$ cat src/rtl/fei4_rx_link_ctrl_if.sv
// Handshake/status bundle between a FE-I4 receiver channel and its link
// supervisor. The master side is the receiver (or a bench standing in for it).
// The slave side is fei4_rx_link_ctrl.
interface fei4_rx_link_ctrl_if;
    logic       ENABLE;          // 1 = bring the link up and supervise it
    logic       REC_SYNC_READY;  // record sync lock reported by the receiver
    logic       WRITE;           // one strobe per valid decoded symbol
    logic       DECODER_ERR;     // code/disparity error, qualified by WRITE
    logic       LOST_ERR;        // CDC FIFO overflow pulse
    logic       RX_RESET;        // reset into the receiver datapath
    logic       LINK_UP;         // high only while LOCKED
    logic       LINK_FAIL;       // high only in FAIL
    logic [2:0] STATE;           // 0 DISABLED, 1 RST, 2 WAIT_SYNC, 3 LOCKED, 4 FAIL
    logic [7:0] RESYNC_CNT;      // resyncs issued from LOCKED, saturating
    logic [7:0] WIN_ERR_CNT;     // errors in the current window, saturating

    modport master (
        output ENABLE, REC_SYNC_READY, WRITE, DECODER_ERR, LOST_ERR,
        input  RX_RESET, LINK_UP, LINK_FAIL, STATE, RESYNC_CNT, WIN_ERR_CNT
    );

    modport slave (
        input  ENABLE, REC_SYNC_READY, WRITE, DECODER_ERR, LOST_ERR,
        output RX_RESET, LINK_UP, LINK_FAIL, STATE, RESYNC_CNT, WIN_ERR_CNT
    );
endinterface

$ cat src/rtl/fei4_rx_link_ctrl.sv
// Link supervisor for one FE-I4 receiver channel (WCLK domain).
// It pulses the receiver reset and waits for record sync. It then watches the
// decoder error rate per window of symbols. An error burst or a loss of sync
// forces a resync. A link that cannot find sync after the allowed retries is
// declared failed.
// Optional feature: define FEI4_RX_LINK_CTRL_LOST_ERR_EN to count CDC FIFO
// overflow pulses (LOST_ERR) as errors while LOCKED.
module fei4_rx_link_ctrl #(
    parameter int WINDOW       = 1024,
    parameter int ERR_THRESH   = 16,
    parameter int SYNC_TIMEOUT = 4096,
    parameter int RST_PULSE    = 8,
    parameter int MAX_RETRY    = 7
) (
    input  logic                 WCLK,
    input  logic                 RESET,
    fei4_rx_link_ctrl_if.slave   bus
);

    localparam int RETRY_W = $clog2(MAX_RETRY + 1);
    localparam int PULSE_W = $clog2(RST_PULSE + 1);
    localparam int TOUT_W  = $clog2(SYNC_TIMEOUT + 1);
    localparam int WIN_W   = $clog2(WINDOW + 1);
    // Room for a count that can overshoot the threshold by two in one cycle.
    localparam int ERR_W   = $clog2(ERR_THRESH + 3);

    typedef enum logic [2:0] {
        S_DISABLED  = 3'd0,
        S_RST       = 3'd1,
        S_WAIT_SYNC = 3'd2,
        S_LOCKED    = 3'd3,
        S_FAIL      = 3'd4
    } state_t;

    state_t             state_q;
    logic               rx_reset_q;
    logic               link_up_q;
    logic               link_fail_q;
    logic [7:0]         resync_cnt_q;
    logic [7:0]         win_err_cnt_q;
    logic [RETRY_W-1:0] retry_cnt;
    logic [PULSE_W-1:0] pulse_cnt;
    logic [TOUT_W-1:0]  timeout_cnt;
    logic [WIN_W-1:0]   win_cnt;
    logic [ERR_W-1:0]   err_cnt;

    logic [1:0]         err_inc;
    logic [ERR_W-1:0]   err_next;
    logic               thresh_hit;
    logic [7:0]         err_next_sat;

    // Errors contributed by this cycle and the resulting window count.
    always_comb begin
        err_inc = {1'b0, bus.WRITE & bus.DECODER_ERR};
`ifdef FEI4_RX_LINK_CTRL_LOST_ERR_EN
        err_inc = err_inc + {1'b0, bus.LOST_ERR};
`endif
        err_next     = err_cnt + ERR_W'(err_inc);
        thresh_hit   = (err_inc != 2'd0) && (32'(err_next) >= ERR_THRESH);
        err_next_sat = (32'(err_next) > 255) ? 8'hFF : 8'(err_next);
    end

    // Supervisor sequencer. Every output is a register updated here.
    // NOTE: state registers use non-blocking assignments so that every branch reads pre-edge values.
    always_ff @(posedge WCLK) begin
        if (RESET) begin
            state_q       <= S_DISABLED;
            rx_reset_q    <= 1'b1;
            link_up_q     <= 1'b0;
            link_fail_q   <= 1'b0;
            resync_cnt_q  <= 8'd0;
            win_err_cnt_q <= 8'd0;
            retry_cnt     <= '0;
            pulse_cnt     <= '0;
            timeout_cnt   <= '0;
            win_cnt       <= '0;
            err_cnt       <= '0;
        end else if (!bus.ENABLE) begin
            state_q     <= S_DISABLED;
            rx_reset_q  <= 1'b1;
            link_up_q   <= 1'b0;
            link_fail_q <= 1'b0;
        end else begin
            case (state_q)
                S_DISABLED: begin
                    state_q   <= S_RST;
                    rx_reset_q <= 1'b1;
                    retry_cnt <= '0;
                    pulse_cnt <= '0;
                end
                S_RST: begin
                    if (32'(pulse_cnt) == RST_PULSE - 1) begin
                        state_q     <= S_WAIT_SYNC;
                        rx_reset_q  <= 1'b0;
                        timeout_cnt <= '0;
                    end else begin
                        pulse_cnt <= pulse_cnt + 1'b1;
                    end
                end
                S_WAIT_SYNC: begin
                    if (bus.REC_SYNC_READY) begin
                        // Lock wins even on the timeout cycle.
                        state_q       <= S_LOCKED;
                        link_up_q     <= 1'b1;
                        win_cnt       <= '0;
                        err_cnt       <= '0;
                        win_err_cnt_q <= 8'd0;
                        retry_cnt     <= '0;
                    end else if (32'(timeout_cnt) == SYNC_TIMEOUT - 1) begin
                        rx_reset_q <= 1'b1;
                        if (32'(retry_cnt) == MAX_RETRY) begin
                            state_q     <= S_FAIL;
                            link_fail_q <= 1'b1;
                        end else begin
                            state_q   <= S_RST;
                            retry_cnt <= retry_cnt + 1'b1;
                            pulse_cnt <= '0;
                        end
                    end else begin
                        timeout_cnt <= timeout_cnt + 1'b1;
                    end
                end
                S_LOCKED: begin
                    if (thresh_hit || !bus.REC_SYNC_READY) begin
                        // Error burst or sync loss: one resync, counted once.
                        state_q    <= S_RST;
                        rx_reset_q <= 1'b1;
                        link_up_q  <= 1'b0;
                        pulse_cnt  <= '0;
                        if (resync_cnt_q != 8'hFF)
                            resync_cnt_q <= resync_cnt_q + 8'd1;
                    end else if (bus.WRITE && (32'(win_cnt) == WINDOW - 1)) begin
                        win_cnt       <= '0;
                        err_cnt       <= '0;
                        win_err_cnt_q <= 8'd0;
                    end else begin
                        if (bus.WRITE)
                            win_cnt <= win_cnt + 1'b1;
                        err_cnt       <= err_next;
                        win_err_cnt_q <= err_next_sat;
                    end
                end
                S_FAIL: begin
                    rx_reset_q  <= 1'b1;
                    link_fail_q <= 1'b1;
                end
                default: begin
                    state_q    <= S_DISABLED;
                    rx_reset_q <= 1'b1;
                end
            endcase
        end
    end

    assign bus.RX_RESET    = rx_reset_q;
    assign bus.LINK_UP     = link_up_q;
    assign bus.LINK_FAIL   = link_fail_q;
    assign bus.STATE       = state_q;
    assign bus.RESYNC_CNT  = resync_cnt_q;
    assign bus.WIN_ERR_CNT = win_err_cnt_q;

endmodule

$ cat src/flat_wrapper.sv
// flat-port wrapper written by rule: the top's interface ports become plain ports
module fei4_rx_link_ctrl_flat 
#(
    parameter int WINDOW       = 1024,
    parameter int ERR_THRESH   = 16,
    parameter int SYNC_TIMEOUT = 4096,
    parameter int RST_PULSE    = 8,
    parameter int MAX_RETRY    = 7
)
  (WCLK, RESET, bus_ENABLE, bus_REC_SYNC_READY, bus_WRITE, bus_DECODER_ERR, bus_LOST_ERR, bus_RX_RESET, bus_LINK_UP, bus_LINK_FAIL, bus_STATE, bus_RESYNC_CNT, bus_WIN_ERR_CNT);
  fei4_rx_link_ctrl_if bus_i ();
  input  logic WCLK;
  input  logic RESET;
  input wire logic [$bits(bus_i.ENABLE)-1:0] bus_ENABLE;
  input wire logic [$bits(bus_i.REC_SYNC_READY)-1:0] bus_REC_SYNC_READY;
  input wire logic [$bits(bus_i.WRITE)-1:0] bus_WRITE;
  input wire logic [$bits(bus_i.DECODER_ERR)-1:0] bus_DECODER_ERR;
  input wire logic [$bits(bus_i.LOST_ERR)-1:0] bus_LOST_ERR;
  output wire logic [$bits(bus_i.RX_RESET)-1:0] bus_RX_RESET;
  output wire logic [$bits(bus_i.LINK_UP)-1:0] bus_LINK_UP;
  output wire logic [$bits(bus_i.LINK_FAIL)-1:0] bus_LINK_FAIL;
  output wire logic [$bits(bus_i.STATE)-1:0] bus_STATE;
  output wire logic [$bits(bus_i.RESYNC_CNT)-1:0] bus_RESYNC_CNT;
  output wire logic [$bits(bus_i.WIN_ERR_CNT)-1:0] bus_WIN_ERR_CNT;
  assign bus_i.ENABLE = bus_ENABLE;
  assign bus_i.REC_SYNC_READY = bus_REC_SYNC_READY;
  assign bus_i.WRITE = bus_WRITE;
  assign bus_i.DECODER_ERR = bus_DECODER_ERR;
  assign bus_i.LOST_ERR = bus_LOST_ERR;
  assign bus_RX_RESET = bus_i.RX_RESET;
  assign bus_LINK_UP = bus_i.LINK_UP;
  assign bus_LINK_FAIL = bus_i.LINK_FAIL;
  assign bus_STATE = bus_i.STATE;
  assign bus_RESYNC_CNT = bus_i.RESYNC_CNT;
  assign bus_WIN_ERR_CNT = bus_i.WIN_ERR_CNT;
  fei4_rx_link_ctrl #(.WINDOW(WINDOW), .ERR_THRESH(ERR_THRESH), .SYNC_TIMEOUT(SYNC_TIMEOUT), .RST_PULSE(RST_PULSE), .MAX_RETRY(MAX_RETRY)) u_core (.WCLK(WCLK), .RESET(RESET), .bus(bus_i));
endmodule
$ cat config.mk
export PLATFORM = sky130hd
export DESIGN_NAME = fei4_rx_link_ctrl_flat
export DESIGN_NICKNAME = d
export VERILOG_FILES = /design/src/rtl/fei4_rx_link_ctrl_if.sv /design/src/rtl/fei4_rx_link_ctrl.sv /design/src/flat_wrapper.sv
export SDC_FILE = /design/constraint.sdc
export NUM_CORES = 1
export LEC_CHECK = 0
export BUFFER_PORTS_ARGS = -buffer_cell sky130_fd_sc_hd__buf_2
export CAP_MARGIN = 25
export CORE_UTILIZATION = 50
export CTS_CLUSTER_SIZE = 24
export DETAILED_ROUTE_END_ITERATION = 10
export GPL_ROUTABILITY_DRIVEN = 0
export PLACE_DENSITY_LB_ADDON = 0.3
export SLEW_MARGIN = 20
export SYNTH_ARGS = -nofsm -noshare
export SYNTH_HDL_FRONTEND = slang
export SYNTH_SLANG_ARGS = --single-unit
$ cat constraint.sdc
create_clock -name WCLK -period 3.9 [get_ports WCLK]
set_input_delay 0.78 -clock WCLK [delete_from_list [all_inputs] [get_ports WCLK]]
set_output_delay 0.78 -clock WCLK [all_outputs]
set_load 0.05 [all_outputs]
Word-level counts from Yosys, hierarchy flattened
Cells that the tools add are included.
{"block": "op_classes", "eq_ne": 22, "n_addsub": 6, "muxes": 45, "n_lt_le_gt_ge": 1, "n_reduce_logical": 21, "bitwise": 3}
{"op": "$mux 11", "count": 4}
{"op": "$mux 13", "count": 3}
{"op": "$pmux 13 s2", "count": 1}
{"op": "$mux 3", "count": 8}
{"op": "$reduce_and 4->1", "count": 6}
{"op": "$pmux 11 s2", "count": 1}
{"op": "$mux 4", "count": 5}
{"op": "$mux 5", "count": 4}
{"op": "$mux 8", "count": 2}
{"op": "$pmux 4 s4", "count": 1}
{"op": "$pmux 8 s2", "count": 1}
{"op": "$pmux 3 s5", "count": 1}
{"op": "$add 13x1->13 const B", "count": 1}
{"op": "$eq 13x12->1 const B", "count": 1}
{"op": "$ne 2x2->1 const B", "count": 6}
{"op": "$add 11x1->11 const B", "count": 1}
{"op": "$eq 11x10->1 const B", "count": 1}
{"op": "$pmux 5 s2", "count": 1}
{"op": "$reduce_and 5->1", "count": 2}
{"op": "$mux 1", "count": 9}
{"op": "$add 8x1->8 const B", "count": 1}
{"op": "$ne 2x1->1 const B", "count": 4}
{"op": "$ne 8x8->1 const B", "count": 1}
{"op": "$reduce_bool 2->1", "count": 4}
{"op": "23 further kinds", "count": 29}
{"block": "totals", "in_bits": 7, "out_inout_bits": 22, "ff_bits": 58, "word_cells": 109}

Depth between registers and ports, before layout
{"block": "logic_depth", "depth_word": 7, "ltp_mapped": 9, "ltp_nobuf": 8}

Worst setup path after synthesis
Ideal clock, no wire load.
{"block": "synth_timing", "path_type": "input-to-reg", "startpoint": "input port bus_WRITE", "endpoint": "register u_core.resync_cnt_q[6], in the netlist u_core.bus.RESYNC_CNT[6]", "required_time_ns": 3.772, "path_buffers": 0, "path_stages": 8, "setup_ns": 0.128, "path_slack_ns": 1.352, "arrival_ns": 2.420, "cell_sequence": "and2_1 > ha_1 > ha_1 > nand3_1 > mux2_4 > a2111oi_2 > xnor2_1 > nor2_1"}
{"block": "synth_via", "elab_chain_cells": 6}
{"item": "start, declared", "line_no": "flat_wrapper.sv:16", "rtl": "input wire logic [$bits(bus_i.WRITE)-1:0] bus_WRITE;"}
{"item": "$and 1x1->1 *", "line_no": "fei4_rx_link_ctrl.sv:54", "rtl": "err_inc = {1'b0, bus.WRITE & bus.DECODER_ERR};"}
{"item": "$add 5x1->5", "line_no": "fei4_rx_link_ctrl.sv:58", "rtl": "err_next = err_cnt + ERR_W'(err_inc);"}
{"item": "$ge 5x5->1", "line_no": "fei4_rx_link_ctrl.sv:59", "rtl": "thresh_hit = (err_inc != 2'd0) && (32'(err_next) >= ERR_THRESH);"}
{"item": "$logic_and 1x1->1 *", "line_no": "fei4_rx_link_ctrl.sv:59"}
{"item": "$logic_or 1x1->1 *", "line_no": "fei4_rx_link_ctrl.sv:124", "rtl": "if (thresh_hit || !bus.REC_SYNC_READY) begin"}
{"item": "$reduce_and 4->1 (no source line) *"}
{"item": "end signal, assigned", "line_no": "fei4_rx_link_ctrl.sv:131", "rtl": "resync_cnt_q <= resync_cnt_q + 8'd1;"}
{"item": "end, declared", "line_no": "fei4_rx_link_ctrl.sv:39", "rtl": "logic [7:0] resync_cnt_q;"}
Every way passes the cells marked *; elsewhere a longest branch is shown, timed or not.
A chain may end at the register's enable or synchronous reset.

Worst setup path after layout
{"block": "layout_timing", "startpoint": "input port bus_WRITE", "endpoint": "register u_core.win_err_cnt_q[2], in the netlist u_core.bus.WIN_ERR_CNT[2]"}
{"block": "layout_via", "elab_chain_cells": 7, "word_cells_on_any_way": 11, "classes_between": "1 x add/sub; 1 x order compare; 1 x eq/ne; 3 x mux; 1 x bitwise; 4 x reduce/logical"}
{"item": "$and 1x1->1", "line_no": "fei4_rx_link_ctrl.sv:54"}
{"item": "$add 5x1->5", "line_no": "fei4_rx_link_ctrl.sv:58"}
{"item": "$ge 5x5->1", "line_no": "fei4_rx_link_ctrl.sv:59"}
{"item": "$logic_and 1x1->1", "line_no": "fei4_rx_link_ctrl.sv:59"}
{"item": "$logic_or 1x1->1", "line_no": "fei4_rx_link_ctrl.sv:124"}
{"item": "$ne 2x2->1 (no source line)"}
{"item": "$reduce_and 4->1 (no source line)"}
{"item": "end signal, assigned", "line_no": "fei4_rx_link_ctrl.sv:140", "rtl": "win_err_cnt_q <= err_next_sat;"}
{"item": "end, declared", "line_no": "fei4_rx_link_ctrl.sv:40", "rtl": "logic [7:0] win_err_cnt_q;"}
Several ways; a longest one is shown, not always the timed one. The select of a mux whose other input is x is not followed.

==> results_dict.tcl <==
set metrics [dict create \
    status "finished, final reports clean" \
    synthCells 329 \
    die_height_um 77.2 \
    fp.dieW_um 77.2 \
    clock_sinks 50 \
    grtUsageMet2_pct 35.9 \
    maxSlewHeadroom_pct 46.0 \
    coreArea_um2 5470 \
    synth_common_cells "50 x dfxtp_1, 28 x nor2_1, 25 x nand2_1, 22 x nand3_1, 19 x a21oi_1" \
    h-tree-depth 2 \
    cap_violations 0 \
    drtPass1Iterations 4 \
    drive_gt1_share_pct 14.1 \
    crit_arrival_ns 2.78 \
    power.static_leakage_nw 1.12 \
    place_ws_ns 1.00 \
    final.period_utilization_pct 66.1 \
    regToRegStartpoint "u_core.timeout_cnt[0]$_SDFFE_PP0P_" \
    viasPerCell 5.96 \
    crit_path_cell_trace "buf_2 > and2_1 > ha_1 > ha_1 > nand3_1 > xnor2_1 > a31oi_2 > o21ai_0 > a32o_1" \
    synth-seq-cells 50 \
    antenna_found_initial 0 \
    io_pins 29 \
    cts_buffers 5 \
    endpoint_kind "flop" \
    cts_tree "done" \
    hold_end "u_core.timeout_cnt[12]$_SDFFE_PP0P_" \
    insertion_delay_ns 0.31 \
    cts_root_buffer "clkbuf_8" \
    hold_class "flop to flop" \
    grtUsageMet3_pct 3.57 \
    grt_pass1_vias 2304 \
    vias 2496 \
    synth_top_area_cell "dfxtp_1" \
    busiest_layer "met2" \
    totalWireLength_um 6080 \
    synthTopCellsByArea "dfxtp_1 35%, nand3_1 3.9%, nor2_1 3.7%" \
    synth_xor_area_share_pct 3.10 \
    track_usage_pct 21.0 \
    ys_warn_count 0 \
    max_freq_mhz 388 \
    cp-start-kind "input pin" \
    diodes 0 \
    wl_per_cell_um 14.5 \
    path_buf_inv 1 \
    drc 0 \
    fill_cells 520 \
    r2r_setup_slack_ns 1.70 \
    postCtsHoldBufs 0 \
    syn_to_final_growth_pct 8.55 \
    finalSetupTns_ns 0 \
    regToRegEndpoint "u_core.retry_cnt[0]$_SDFFE_PP0P_" \
    ys_seq_area_share_pct 35.4 \
    die_area_um2 5960 \
    path_max_fanout 10 \
    clockBufferDepth 2 \
    final_nets 361 \
    grt_overflow 0 \
    final_max_slew_viol_count 0 \
    grt_first_pass_wirelength_um 10200 \
    finalHoldViolCount 0 \
    yosysTopAreaCellShare_pct 35.4 \
    crit_top_cell "ha_1" \
    synth_top_family_by_area "simple AND/OR/NAND/NOR gates" \
    synthArstFlopShare_pct 0 \
    grtUsageMet1_pct 25.9 \
    worstHoldPathCells 2 \
    grt_max_degree 46 \
    period_needed_ns 2.58 \
    yosys.area_share.adder_pct 3.54 \
    synth_compound_area_share_pct 22.7 \
    synth_ff_type "dfxtp_1" \
    slowest_stage "a31oi_2" \
    syn-cell-area_um2 2830 \
    syn_avg_cell_area_um2 8.59 \
    setup_viol 0 \
    worstSetupPathType "input pin to flop" \
    cp_top_family "compound AO/OA/AOI/OAI gates" \
    reg2regPathDepth 6 \
    tightest_slew_ns 0.810 \
    start_util_pct 51.6 \
    rsz0062_at_grt "false" \
    synth_simple_gate_area_share_pct 29.0 \
    ant_nets 0 \
    synth_mux_area_share_pct 1.95 \
    clkTransAtPathRegs_ns 0.09 \
    cts_resized 0 \
    hp-start "u_core.timeout_cnt[12]$_SDFFE_PP0P_" \
    yosysMostFrequentCell "dfxtp_1" \
    synth-edff-count 0 \
    powerDensity_nw_per_um2 296 \
    setup_slack_ns 1.32 \
    irDropWorstVdd_uv 142 \
    hpwl_um 4290 \
    rows 27 \
    cp.required_ns 4.10 \
    synthDistinctLibCells 65 \
    io_buffers 24 \
    slowest_delay_ns 0.46 \
    drtIter0Drc 102 \
    post_cts_buffers 0 \
    fin_worst_skew_ns 0.00850 \
]
## registers in the layout (all words and copies together), names as in the netlist, 3 cells and up
register	cells
u_core.retry_cnt	3
u_core.bus.RESYNC_CNT	8
u_core.bus.STATE	3
u_core.win_cnt	11
u_core.pulse_cnt	4
u_core.timeout_cnt	13
u_core.bus.WIN_ERR_CNT	5
## how the worst max path moves through the flow
stage                                                         to  cells past startpoint  slack [ns]       from
after global placement     u_core.bus.RESYNC_CNT[6]$_SDFFE_PP0P_                      9        1.06  bus_WRITE
after floorplan            u_core.bus.RESYNC_CNT[6]$_SDFFE_PP0P_                      8        1.35  bus_WRITE
after detailed placement  u_core.bus.WIN_ERR_CNT[2]$_SDFFE_PP0P_                      9        1.00  bus_WRITE
after CTS                 u_core.bus.WIN_ERR_CNT[2]$_SDFFE_PP0P_                      9        1.33  bus_WRITE
final                     u_core.bus.WIN_ERR_CNT[2]$_SDFFE_PP0P_                      9        1.32  bus_WRITE
after global routing      u_core.bus.WIN_ERR_CNT[2]$_SDFFE_PP0P_                      9        1.14  bus_WRITE
## stage by stage
step	utilization, %	hold WS, ns	instances	instance area, um2	total power, mW
after floorplan	-	0.422	331	2830	0.560
after global placement	54.0	0.431	411	2960	0.567
after detailed placement	54.0	0.442	411	2960	0.568
after CTS	56.0	0.456	419	3070	0.916
after global routing	56.0	0.478	419	3070	0.938
final	56.0	0.462	419	3070	0.908
## tightest hold or removal path: stages (launching register included)
cell,delay (ns)
dfxtp_1,0.32
nand2b_1,0.07
a21oi_1,0.04
## cell usage in the layout, fill, tap and decap left out, types with 3 or more instances in the layout
master,count
a2111oi_2,3
a211o_1,3
a211oi_1,4
a21boi_0,3
a21o_1,6
a21oi_1,19
a31oi_1,4
and3_1,3
buf_2,24
clkbuf_8,8
conb_1,3
dfxtp_1,50
ha_1,8
inv_1,8
mux2i_1,4
nand2_1,25
nand2b_1,16
nand3_1,22
nand4_1,5
nor2_1,28
nor2_2,3
nor2b_1,5
nor3_1,7
nor3b_1,3
nor4_1,5
o2111ai_1,3
o21ai_0,7
o22a_1,3
o31ai_1,3
o32ai_1,6
or3_1,10
or4_1,3
xnor2_1,9
## layout make-up
type                    instances  area [um2]  share of cell area (%)
well taps                      72        90.1                    2.94
repair buffers                 24         120                    3.92
flip-flops and latches         50        1000                    32.6
inverters                       8        30.0                   0.979
clock buffers                   8         110                    3.59
multi-input cells             257        1720                    55.9
## logic make-up (layout without fill, tap and decap cells)
| logic type | after synthesis | count (layout) |
|---|---|---|
| AND/OR/NAND/NOR | 149 | 149 |
| AO/OA/AOI/OAI | 82 | 82 |
| flip-flops | 50 | 50 |
| buffers and inverters | 24 | 40 |
| XOR/XNOR | 10 | 10 |
| adder cells (fa/ha/maj) | 8 | 8 |
| multiplexers | 5 | 5 |
| other | 1 | 3 |
## report_power, final
part / internal (mW) / total, mW / switching (mW)
clock: 0.179 / 0.352 / 0.173
combinational: 0.00955 / 0.0426 / 0.0331
sequential: 0.511 / 0.514 / 0.00268
total: 0.700 / 0.908 / 0.208
## metal layers
| layer | routed length, um | vias up |
|---|---|---|
| met1 | 2780 | 1188 |
| met4 | 63 | 0 |
| met5 | 0 | - |
| met3 | 277 | 6 |
| li1 | - | 1249 |
| met2 | 2950 | 53 |
(Power assumes the default switching activity.)
